[src/rtl/watchdog_pkg.sv]
// Shared state encoding and kick-sequence helper for the watchdog kick generator.
package watchdog_pkg;

  localparam int EXPIRE_CNT_W = 4;

  typedef enum logic [1:0] {
    ST_IDLE    = 2'b00,
    ST_RUN     = 2'b01,
    ST_HOLDOFF = 2'b10,
    ST_FAULT   = 2'b11
  } kick_state_t;

  // Skips 0 on wrap so every kick differs from the watchdog's reset capture value.
  function automatic logic [7:0] next_kick(input logic [7:0] cur);
    return (cur == 8'hFF) ? 8'h01 : cur + 8'h01;
  endfunction

endpackage

[src/rtl/kick_period_timer.sv]
// Up-counter that pulses tc on the last cycle of a period and wraps itself;
// clr restarts the period and takes priority over counting.
module kick_period_timer #(
  parameter int CNT_W = 8
) (
  input  logic             clk,
  input  logic             rst_n,
  input  logic             en,
  input  logic             clr,
  input  logic [CNT_W-1:0] period,
  output logic             tc
);

  logic [CNT_W-1:0] cnt;

  assign tc = en && (cnt == period - 1'b1);

  always_ff @(posedge clk or negedge rst_n) begin
    if (!rst_n) begin
      cnt <= '0;
    end else if (clr) begin
      cnt <= '0;
    end else if (en) begin
      cnt <= tc ? '0 : cnt + 1'b1;
    end
  end

endmodule

[src/rtl/watchdog_kicker.sv]
// Heartbeat source for the watchdog: kicks at a programmable interval and
// supervises expiries through a holdoff/retry path into a sticky fault.
module watchdog_kicker
  import watchdog_pkg::*;
#(
  parameter int HOLDOFF_CYCLES = 16,
  parameter int MAX_EXPIRES    = 3,
  parameter int PERIOD_W       = 8
) (
  input  logic                    clk,
  input  logic                    rst_n,
  input  logic                    ena,
  input  logic                    start,
  input  logic                    stop,
  input  logic [PERIOD_W-1:0]     kick_period,
  input  logic                    watchdog_expired,
  output logic [7:0]              kick_out,
  output logic                    kick_strobe,
  output logic                    active,
  output logic                    fault,
  output logic [EXPIRE_CNT_W-1:0] expire_count
);

  localparam int HOLD_W = $clog2(HOLDOFF_CYCLES + 1);
  localparam logic [HOLD_W-1:0]       HOLD_PERIOD = HOLD_W'(HOLDOFF_CYCLES);
  localparam logic [EXPIRE_CNT_W-1:0] MAX_CNT     = EXPIRE_CNT_W'(MAX_EXPIRES);

  kick_state_t                state, state_nxt;
  logic [PERIOD_W-1:0]        latched_period;
  logic                       expired_prev;
  logic                       expire_evt;
  logic [EXPIRE_CNT_W-1:0]    expire_inc;
  logic                       period_tc, hold_tc;
  logic                       kick_now, run_clr, hold_clr, cnt_clr, cnt_inc, latch_period;

  assign expire_evt = watchdog_expired && !expired_prev;
  assign expire_inc = (expire_count == '1) ? expire_count : expire_count + 1'b1;
  assign active     = (state == ST_RUN);
  assign fault      = (state == ST_FAULT);

  kick_period_timer #(.CNT_W(PERIOD_W)) u_period_timer (
    .clk    (clk),
    .rst_n  (rst_n),
    .en     (ena && (state == ST_RUN)),
    .clr    (run_clr),
    .period (latched_period),
    .tc     (period_tc)
  );

  kick_period_timer #(.CNT_W(HOLD_W)) u_holdoff_timer (
    .clk    (clk),
    .rst_n  (rst_n),
    .en     (ena && (state == ST_HOLDOFF)),
    .clr    (hold_clr),
    .period (HOLD_PERIOD),
    .tc     (hold_tc)
  );

  // Priority: stop > expiry > kick; nothing moves while ena is low.
  always_comb begin
    state_nxt    = state;
    kick_now     = 1'b0;
    run_clr      = 1'b0;
    hold_clr     = 1'b0;
    cnt_clr      = 1'b0;
    cnt_inc      = 1'b0;
    latch_period = 1'b0;
    if (ena) begin
      if (stop) begin
        state_nxt = ST_IDLE;
      end else begin
        case (state)
          ST_IDLE: begin
            if (start) begin
              state_nxt    = ST_RUN;
              kick_now     = 1'b1;
              run_clr      = 1'b1;
              cnt_clr      = 1'b1;
              latch_period = 1'b1;
            end
          end
          ST_RUN, ST_HOLDOFF: begin
            if (expire_evt) begin
              cnt_inc = 1'b1;
              if (expire_inc >= MAX_CNT) begin
                state_nxt = ST_FAULT;
              end else begin
                state_nxt = ST_HOLDOFF;
                hold_clr  = 1'b1;
              end
            end else if (state == ST_RUN) begin
              kick_now = period_tc;
            end else if (hold_tc) begin
              state_nxt = ST_RUN;
              kick_now  = 1'b1;
              run_clr   = 1'b1;
            end
          end
          default: ;
        endcase
      end
    end
  end

  always_ff @(posedge clk or negedge rst_n) begin
    if (!rst_n) begin
      state          <= ST_IDLE;
      latched_period <= '0;
      expired_prev   <= 1'b0;
      kick_out       <= '0;
      kick_strobe    <= 1'b0;
      expire_count   <= '0;
    end else begin
      state       <= state_nxt;
      kick_strobe <= kick_now;
      if (ena) begin
        expired_prev <= watchdog_expired;
      end
      if (latch_period) begin
        latched_period <= (kick_period == '0) ? PERIOD_W'(1) : kick_period;
      end
      if (kick_now) begin
        kick_out <= next_kick(kick_out);
      end
      if (cnt_clr) begin
        expire_count <= '0;
      end else if (cnt_inc) begin
        expire_count <= expire_inc;
      end
    end
  end

endmodule

[config.mk]
export PLATFORM = sky130hd
export DESIGN_NAME = watchdog_kicker
export DESIGN_NICKNAME = d
export VERILOG_FILES = /design/src/rtl/watchdog_pkg.sv /design/src/rtl/kick_period_timer.sv /design/src/rtl/watchdog_kicker.sv
export SDC_FILE = /design/constraint.sdc
export NUM_CORES = 1
export LEC_CHECK = 0
export CORE_MARGIN = 2
export CORE_UTILIZATION = 51
export CTS_BUF_LIST = sky130_fd_sc_hd__clkbuf_4 sky130_fd_sc_hd__clkbuf_8
export CTS_CLUSTER_DIAMETER = 60
export CTS_CLUSTER_SIZE = 12
export DETAILED_ROUTE_END_ITERATION = 8
export GPL_TIMING_DRIVEN = 0
export PLACE_DENSITY = 0.78
export SETUP_SLACK_MARGIN = 0.1
export SYNTH_ARGS = -nofsm -noshare
export SYNTH_HDL_FRONTEND = slang
export SYNTH_SLANG_ARGS = --single-unit
[constraint.sdc]
create_clock -name clk -period 2.5 [get_ports clk]
set_clock_uncertainty 0.1 [all_clocks]
set_input_delay 0.5 -clock clk [delete_from_list [all_inputs] [get_ports clk]]
set_output_delay 0.5 -clock clk [all_outputs]
set_load 0.05 [all_outputs]
==> flow_summary.rst, run 1 <==
.. list-table::
   :header-rows: 1

   * - Metric
     - Value
   * - Worst-case setup slack after placement
     - -0.4137 ns
   * - Count of placed standard cells in the final layout, fillers left out
     - approximately 320
   * - Register area share after synthesis
     - 43.17%
   * - Avg Vias per Cell
     - 5.774
   * - Type of the worst min-delay path
     - input pin to async pin
   * - Cell Int Power
     - 1.592 mW
   * - Fill cell count
     - 303
   * - Wire length of the first global-routing pass
     - roughly 8100 um
   * - Fraction of power consumed by the clock network
     - about 17%
   * - Average instance area after synthesis
     - slightly below 10 sq um
   * - Failing checks
     - negative setup slack
   * - Worst flop-to-flop path startpoint
     - state[0]
   * - Crit path setup slack, layout
     - -0.003489 ns
   * - Core footprint
     - 4029 sq um
   * - Portion of total power attributed to combinational logic
     - a little under half
   * - Sequential Area
     - roughly 930 sq um
   * - Number of antenna violations at the first check in global routing
     - 0
   * - Synth Net Count
     - 242
   * - Cells traversed along the worst timing path
     - inv_2 -> ha_4 -> nand3b_1 -> or3_4 -> o21bai_4 -> or4_4 -> nand2_4 -> mux2_4
   * - Maximum number of pins on one net before global-route repair
     - 38
   * - Arr. time, crit path
     - roughly 2.6 ns
   * - Max stage delay on crit path
     - between 0.4 and 0.5 ns
   * - Number of failing hold endpoints at the final stage
     - 0
   * - End of the worst register-to-register path
     - kick_out[0]
   * - Antenna Violating Nets Remaining
     - 0
   * - Worst path required time
     - ~2.6 ns
   * - Power density over the cells
     - approximately 940 nW/um^2
   * - GRT Residual Overflow
     - 0
   * - Final number of max-transition violations
     - 0
   * - DRC marker count from the first detailed-route iteration
     - 90
   * - Worst reg2reg setup slack
     - -0.003 ns
   * - Part of the cycle the worst path needs
     - 100.1%
   * - Share of synthesized area spent on multiplexers
     - 6.243%
   * - Net load switching power
     - 1.063 mW
   * - Number of buffers on the longest clock path
     - 2
   * - Yosys reg bits
     - 37
   * - Combinational family with the most area after synthesis
     - simple AND/OR/NAND/NOR gates
   * - Die height
     - around 69 um
   * - Post-route DRC violation count
     - 0
   * - Area grow syn2layout
     - 31.62%
   * - Yosys synthesis warning count
     - 0
   * - Worst-path maximum fanout
     - 5
   * - # IOs
     - 29
   * - Die Width
     - between 60 and 70 um
   * - Post-synthesis instance area
     - approximately 2100 sq um
   * - Routability-driven placement congestion ratio
     - around 0.76
   * - Worst-path cell with the longest stage delay
     - sky130_fd_sc_hd__or4_4
   * - Layout cells sized above 1
     - between 20 and 25%
   * - Antenna diode instance count
     - 0
   * - Number of global-route vias before repair
     - 1,790
   * - XOR/XNOR Fraction of Synth Area
     - 8.051%
   * - Max rail drop VDD
     - between 700 and 800 uV
   * - Placement Rows
     - 23
   * - Endpoints failing setup
     - 2
   * - Combined area of the multi-input logic cells
     - around 1300 sq um
   * - Simple-Gate Fraction of Synth Area
     - approximately a fifth
   * - Avg WL per Cell
     - roughly 16 um
   * - Compound-Gate Fraction of Synth Area
     - 14.99%
   * - Endpoint type of the worst setup path
     - register
   * - Post-layout nets
     - ~290
   * - # Max-Cap Violations
     - 0
   * - Worst Max-Slew Pin Slew
     - roughly 0.85 ns
   * - Critical setup path kind
     - register to register
   * - Result of the run
     - finished, violations left
   * - Total track usage
     - a little under a quarter
   * - Clock Root Buffer
     - sky130_fd_sc_hd__clkbuf_8
   * - Leakage power
     - ~1.2 nW
   * - Sw Share
     - 40.03%
   * - Num CTS Buffers
     - 5
   * - Count of unique library cells instantiated by Yosys
     - 46
   * - Hpwl dp
     - roughly 3300 um
   * - # placed instances
     - 297
   * - Fin crit period
     - approximately 2.5 ns
   * - Sinks on the clock net
     - 37
   * - CTS tree
     - done
   * - Unrepaired setup endpoints after global routing
     - true
   * - Synthesized instance count
     - roughly 220
   * - # port buffers
     - 28
   * - Initial standard-cell utilization of the core
     - a little over half
   * - Portion of total power attributed to sequential cells
     - 35.8%
   * - Total length of routed wires
     - 5019 um
   * - Critical Path Source Type
     - register
   * - Headroom to the max-slew limit
     - between 40 and 50%
   * - Adder-Cell Fraction of Synth Area
     - 5.251%
   * - Htree depth
     - 2
   * - Clock edge transition at the registers on the reported setup and hold paths
     - 0.07 ns
   * - Clock latency at the later pin of the worst-skew pair
     - slightly below 0.3 ns
   * - Count of vias placed by the detailed router
     - about 1,800
   * - First-pass detailed-route iteration total
     - 4
   * - Worst-case reg-to-reg path depth
     - 8
   * - Final core area utilization
     - a little over two thirds
   * - Total die area
     - 4740 sq um
   * - F_max
     - approximately 400 MHz
-- how the worst max path moves through the flow --
stage	startpoint	endpoint	slack [ns]	cells past startpoint
after detailed placement	ena	u_period_timer.cnt[2]	-0.41	8
final	state[0]	kick_out[0]	-0.003	8
after global routing	state[1]	kick_out[0]	-0.08	8
after global placement	ena	u_period_timer.cnt[2]	-0.40	8
after CTS	latched_period[0]	kick_out[1]	0.02	8
after floorplan	latched_period[0]	kick_out[0]	0.008	8
-- cell usage after synthesis (all sizes together) --
cell type	count	area, sq um
dfrtp	37	925.9
nand2	29	108.9
a21oi	14	70.07
o21ai	12	60.06
mux2	11	123.9
nor2	10	37.54
xnor2	10	87.58
ha	9	112.6
nor3	7	35.03
xor2	7	61.31
inv	6	22.52
nand3	6	30.03
nand2b	5	31.28
nand4	4	25.02
nor4	4	25.02
a21o	3	22.52
and3	3	18.77
nand3b	3	22.52
nor3b	3	27.52
o21bai	3	22.52
o22ai	3	18.77
a211o	2	17.52
a22o	2	17.52
and2	2	12.51
and4b	2	20.02
clkbuf	2	7.510
o211ai	2	15.01
or4	2	18.77
a211oi	1	7.510
a21boi	1	7.510
a221oi	1	8.760
a32o	1	10.01
a41oi	1	8.760
buf	1	5.000
mux2i	1	10.01
nor2b	1	6.260
o211a	1	10.01
o22a	1	8.760
o2bb2ai	1	8.760
o31ai	1	7.510
or2	1	6.260
or3	1	6.260
or3b	1	11.26
xor3	1	23.77
-- registers in the layout, summed over array words and instances, names as in the netlist --
| signal | cells |
|---|---|
| expire_count | 4 |
| expired_prev | 1 |
| kick_out | 8 |
| kick_strobe | 1 |
| latched_period | 8 |
| state | 2 |
| u_holdoff_timer.cnt | 5 |
| u_period_timer.cnt | 8 |
-- metal layers --
metal  GRT usage, %  part of all wire (%)
met4          7.843                   1.3
met5              0                     0
met2          39.42                    52
met1          29.05                    43
met3          5.357                   3.4
-- repair_timing --
| action | CTS | global route |
|---|---|---|
| hold buffers | 0 | 0 |
| setup buffers | 12 | 2 |
| pin swaps | 6 | 0 |
| setup endpoints to repair | 17 | 14 |
| resized for setup | 16 | 8 |
-- worst max-delay path, delay by kind of cell, from the launching register on --
family / cells / cell delay, ns
adders and majority gates: 1 / 0.27
DFF: 1 / 0.38
muxes: 1 / 0.29
buffers and inverters: 1 / 0.06
and+or+nand+nor: 4 / 1.12
AOI/OAI and AO/OA: 1 / 0.18
-- layout make-up --
type / instances / area share [%]
Multi-Input combinational cell: 173 / 46.28
Sequential cell: 37 / 32.85
Timing Repair Buffer: 42 / 13.70
Clock buffer: 7 / 3.413
Tap cell: 50 / 2.216
Inverter: 6 / 0.7979
Buffer: 3 / 0.5762
Clock inverter: 1 / 0.1773
-- power groups by stage --
| stage | logic (mW) | clock network (mW) | registers (mW) |
|---|---|---|---|
| floorplan | 0.641 | 0 | 1.03 |
| global placement | 0.978 | 0 | 0.941 |
| detailed placement | 1.01 | 0 | 0.945 |
| CTS | 1.20 | 0.468 | 0.932 |
| global route | 1.34 | 0.497 | 0.976 |
| finish | 1.25 | 0.459 | 0.950 |
-- stage by stage --
step | hold slack (ns) | setup TNS [ns] | total power [mW] | area, sq um
global placement | 0.3922 | -6.755 | 1.918 | 2522
global route | 0.2744 | -0.3732 | 2.814 | 2823
floorplan | 0.1044 | 0 | 1.674 | 2180
finish | 0.2054 | -0.006740 | 2.655 | 2823
CTS | 0.2315 | 0 | 2.602 | 2783
detailed placement | 0.4034 | -5.133 | 1.950 | 2517
-- cell usage in the layout, fill, tap and decap left out, types with 3 or more instances in the layout --
master	instances
sky130_fd_sc_hd__o21ai_0	12
sky130_fd_sc_hd__a21o_1	3
sky130_fd_sc_hd__nand4_1	4
sky130_fd_sc_hd__a21oi_1	13
sky130_fd_sc_hd__clkbuf_8	7
sky130_fd_sc_hd__mux2_2	9
sky130_fd_sc_hd__and3_1	3
sky130_fd_sc_hd__buf_4	14
sky130_fd_sc_hd__nor2_1	10
sky130_fd_sc_hd__ha_4	3
sky130_fd_sc_hd__inv_2	4
sky130_fd_sc_hd__nand3_1	6
sky130_fd_sc_hd__nand2_1	28
sky130_fd_sc_hd__clkdlybuf4s50_1	23
sky130_fd_sc_hd__ha_1	5
sky130_fd_sc_hd__dfrtp_1	36
sky130_fd_sc_hd__nand2b_1	5
sky130_fd_sc_hd__xnor2_1	10
sky130_fd_sc_hd__xor2_1	7
sky130_fd_sc_hd__nand3b_1	3
sky130_fd_sc_hd__nor3_1	6
-- cells by family (layout without fill, tap and decap cells) --
family	after synthesis	count (layout)
buf+inv	9	59
mux	12	12
fa+ha+maj	9	9
simple gates	84	84
flops	37	37
xor+xnor	18	18
compound gates	50	50
(Power assumes the default switching activity.)
==> inputs of run 2 (changes only) <==
CORE_MARGIN = 1   (was 2)
==> flow_summary.rst, run 2 (synthesized netlist as in run 1, its figures left out) <==
.. list-table::
   :header-rows: 1

   * - Metric
     - Value
   * - Area grow syn2layout
     - 27.83%
   * - Power density over the cells
     - 931.0 nW/um^2 (-1.0%)
   * - Worst flop-to-flop path startpoint
     - latched_period[0]
   * - Instance area at placement
     - 2517 sq um (unchanged)
   * - Worst-case setup slack after placement
     - -0.4477 ns (-0.03399 ns)
   * - Combined area of the multi-input logic cells
     - 1270 sq um (-2.8%)
   * - Layout cells sized above 1
     - 18.94% (-2.6 points)
   * - Sinks on the clock net
     - 37 (unchanged)
   * - Fin crit period
     - 2.521 ns (+0.01732 ns)
   * - Antenna Violating Nets Remaining
     - 0 (unchanged)
   * - Die height
     - 66.85 um (-2.9%)
   * - Total length of routed wires
     - 4607 um (-8.2%)
   * - Number of global-route vias before repair
     - 1,747 (-2.4%)
   * - Number of buffers on the longest clock path
     - 2 (unchanged)
   * - TNS Setup
     - -0.04019 ns (-0.03345 ns)
   * - Avg Vias per Cell
     - 5.682 (-1.6%)
   * - Endpoints failing setup
     - 2 (unchanged)
   * - Max rail drop VDD
     - 785.1 uV (+3.1%)
   * - Unrepaired setup endpoints after global routing
     - true
   * - CTS tree
     - done
   * - Fill cell count
     - 350 (+16%)
   * - Largest registers
     - kick_out (8), latched_period (8), u_period_timer.cnt (8)
   * - Worst-path maximum fanout
     - 5 (unchanged)
   * - Post-route DRC violation count
     - 0 (unchanged)
   * - Core footprint
     - 4029 sq um (unchanged)
   * - Clock latency at the later pin of the worst-skew pair
     - 0.29 ns (about the same)
   * - Headroom to the max-slew limit
     - 45.62% (+2.0 points)
   * - Most common library cell in the layout ignoring fill and taps
     - sky130_fd_sc_hd__dfrtp_1
   * - Leakage power
     - 1.208 nW (-3.0%)
   * - Endpoint type of the worst setup path
     - register
   * - First-pass detailed-route iteration total
     - 4 (unchanged)
   * - Antenna diode instance count
     - 0 (unchanged)
   * - Part of the cycle the worst path needs
     - 100.8% (+0.69 points)
   * - Worst Setup SP
     - latched_period[0]
   * - Total track usage
     - 23.34% (+0.15 points)
   * - Count of vias placed by the detailed router
     - 1,784 (-3.1%)
   * - Wire length of the first global-routing pass
     - 7790 um (-3.4%)
   * - Crit path setup slack, layout
     - -0.02081 ns (-0.01732 ns)
   * - Hpwl dp
     - 3157 um (-3.9%)
   * - Count of hold-fix buffers inserted at cts
     - 0 (unchanged)
   * - Post-layout nets
     - 287 (-1.4%)
   * - Final design instance area without fill
     - 2741 sq um (-2.9%)
   * - Number of failing hold endpoints at the final stage
     - 0 (unchanged)
   * - Placement Rows
     - 23 (unchanged)
   * - Type of the worst min-delay path
     - input pin to async pin
   * - Result of the run
     - finished, violations left
   * - Worst path required time
     - 2.56 ns (-0.02 ns)
   * - Arr. time, crit path
     - 2.59 ns (about the same)
   * - Htree depth
     - 2 (unchanged)
   * - DRC marker count from the first detailed-route iteration
     - 104 (+16%)
   * - Critical Path Source Type
     - register
   * - Routability-driven placement congestion ratio
     - 0.8477 (+11%)
   * - Number of antenna violations at the first check in global routing
     - 0 (unchanged)
   * - Count of placed standard cells in the final layout, fillers left out
     - 314 (-1.6%)
   * - Critical setup path kind
     - register to register
   * - Sequential Area
     - 927.1 sq um (unchanged)
   * - Worst Max-Slew Pin Slew
     - 0.8157 ns (-0.02965 ns)
   * - Maximum number of pins on one net before global-route repair
     - 38 (unchanged)
   * - Pwr Total
     - 2.552 mW (-3.9%)
   * - Num CTS Buffers
     - 5 (unchanged)
   * - # port buffers
     - 28 (unchanged)
   * - Top library cells by usage in the layout, fill and taps aside
     - sky130_fd_sc_hd__dfrtp_1 (36), sky130_fd_sc_hd__nand2_1 (28), sky130_fd_sc_hd__clkdlybuf4s50_1 (23)
   * - # IOs
     - 29 (unchanged)
   * - Avg WL per Cell
     - 14.67 um (-6.7%)
   * - Initial standard-cell utilization of the core
     - 53.23% (unchanged)
   * - # placed instances
     - 297 (unchanged)
   * - Failing checks
     - negative setup slack
   * - Clock Root Buffer
     - sky130_fd_sc_hd__clkbuf_8
   * - F_max
     - 396.7 MHz (-0.69%)
   * - Die Width
     - 66.85 um (-2.9%)
   * - GRT Residual Overflow
     - 0 (unchanged)
   * - Clock edge transition at the registers on the reported setup and hold paths
     - 0.08 ns (about the same)
   * - # Max-Cap Violations
     - 0 (unchanged)
   * - Final number of max-transition violations
     - 0 (unchanged)
   * - Total die area
     - 4468 sq um (-5.7%)
-- run 2: report_power, final --
group / internal (mW) / total, mW / switching (mW)
clock network: 0.230 / 0.427 / 0.197
registers: 0.748 / 0.928 / 0.180
logic: 0.578 / 1.20 / 0.619
total: 1.56 / 2.55 / 0.997
-- run 2: worst max-delay path: stages (launching register included) --
cell and delay (ns):
sky130_fd_sc_hd__dfrtp_1 0.39, sky130_fd_sc_hd__inv_2 0.08, sky130_fd_sc_hd__ha_4 0.14, sky130_fd_sc_hd__nor3b_4 0.18, sky130_fd_sc_hd__xnor2_1 0.09, sky130_fd_sc_hd__or3b_4 0.40, sky130_fd_sc_hd__or4_4 0.60, sky130_fd_sc_hd__nand2_4 0.12
sky130_fd_sc_hd__mux2_4 0.30
-- run 2: timing repair --
item | 4_1_cts | 5_1_grt
setup buffers | 5 | 5
pin swaps | 2 | 7
endpoints found under the setup margin | 17 | 15
gates resized for setup | 12 | 8
-- run 2: routing by layer --
metal	part of all wire [%]	vias up	GRT usage [%]	wire length [um]
met5	0	-	0	0
met4	0.76	0	7.979	35
met3	2.2	4	5.993	102
met2	48	21	36.62	2226
met1	49	873	31.05	2243
li1	-	886	-	-
-- run 2: per-stage QoR --
step	hold slack [ns]	util, %
after floorplan	0.1044	-
after global placement	0.3899	62.61
after detailed placement	0.3977	62.48
after CTS	0.2221	66.43
after global routing	0.2675	68.04
final	0.2018	68.04
-- run 2: final cells by class --
| cell class | count | area share [%] |
|---|---|---|
| Multi-Input combinational cell | 173 | 46.33 |
| Sequential cell | 37 | 33.82 |
| Timing Repair Buffer | 38 | 12.73 |
| Clock buffer | 7 | 3.286 |
| Tap cell | 50 | 2.282 |
| Inverter | 6 | 0.8215 |
| Buffer | 3 | 0.7303 |
-- run 2: worst paths after layout --
kind                                               to  slack, ns  cells past startpoint
worst min-delay path            u_period_timer.cnt[6]       0.20                      1
worst min register to register           expired_prev       0.41                      1
min in group clk                         expired_prev       0.41                      1
max in group asynchronous           latched_period[2]       1.54                      1
worst max-delay path                      kick_out[1]      -0.02                      8
worst max register to register            kick_out[1]      -0.02                      8
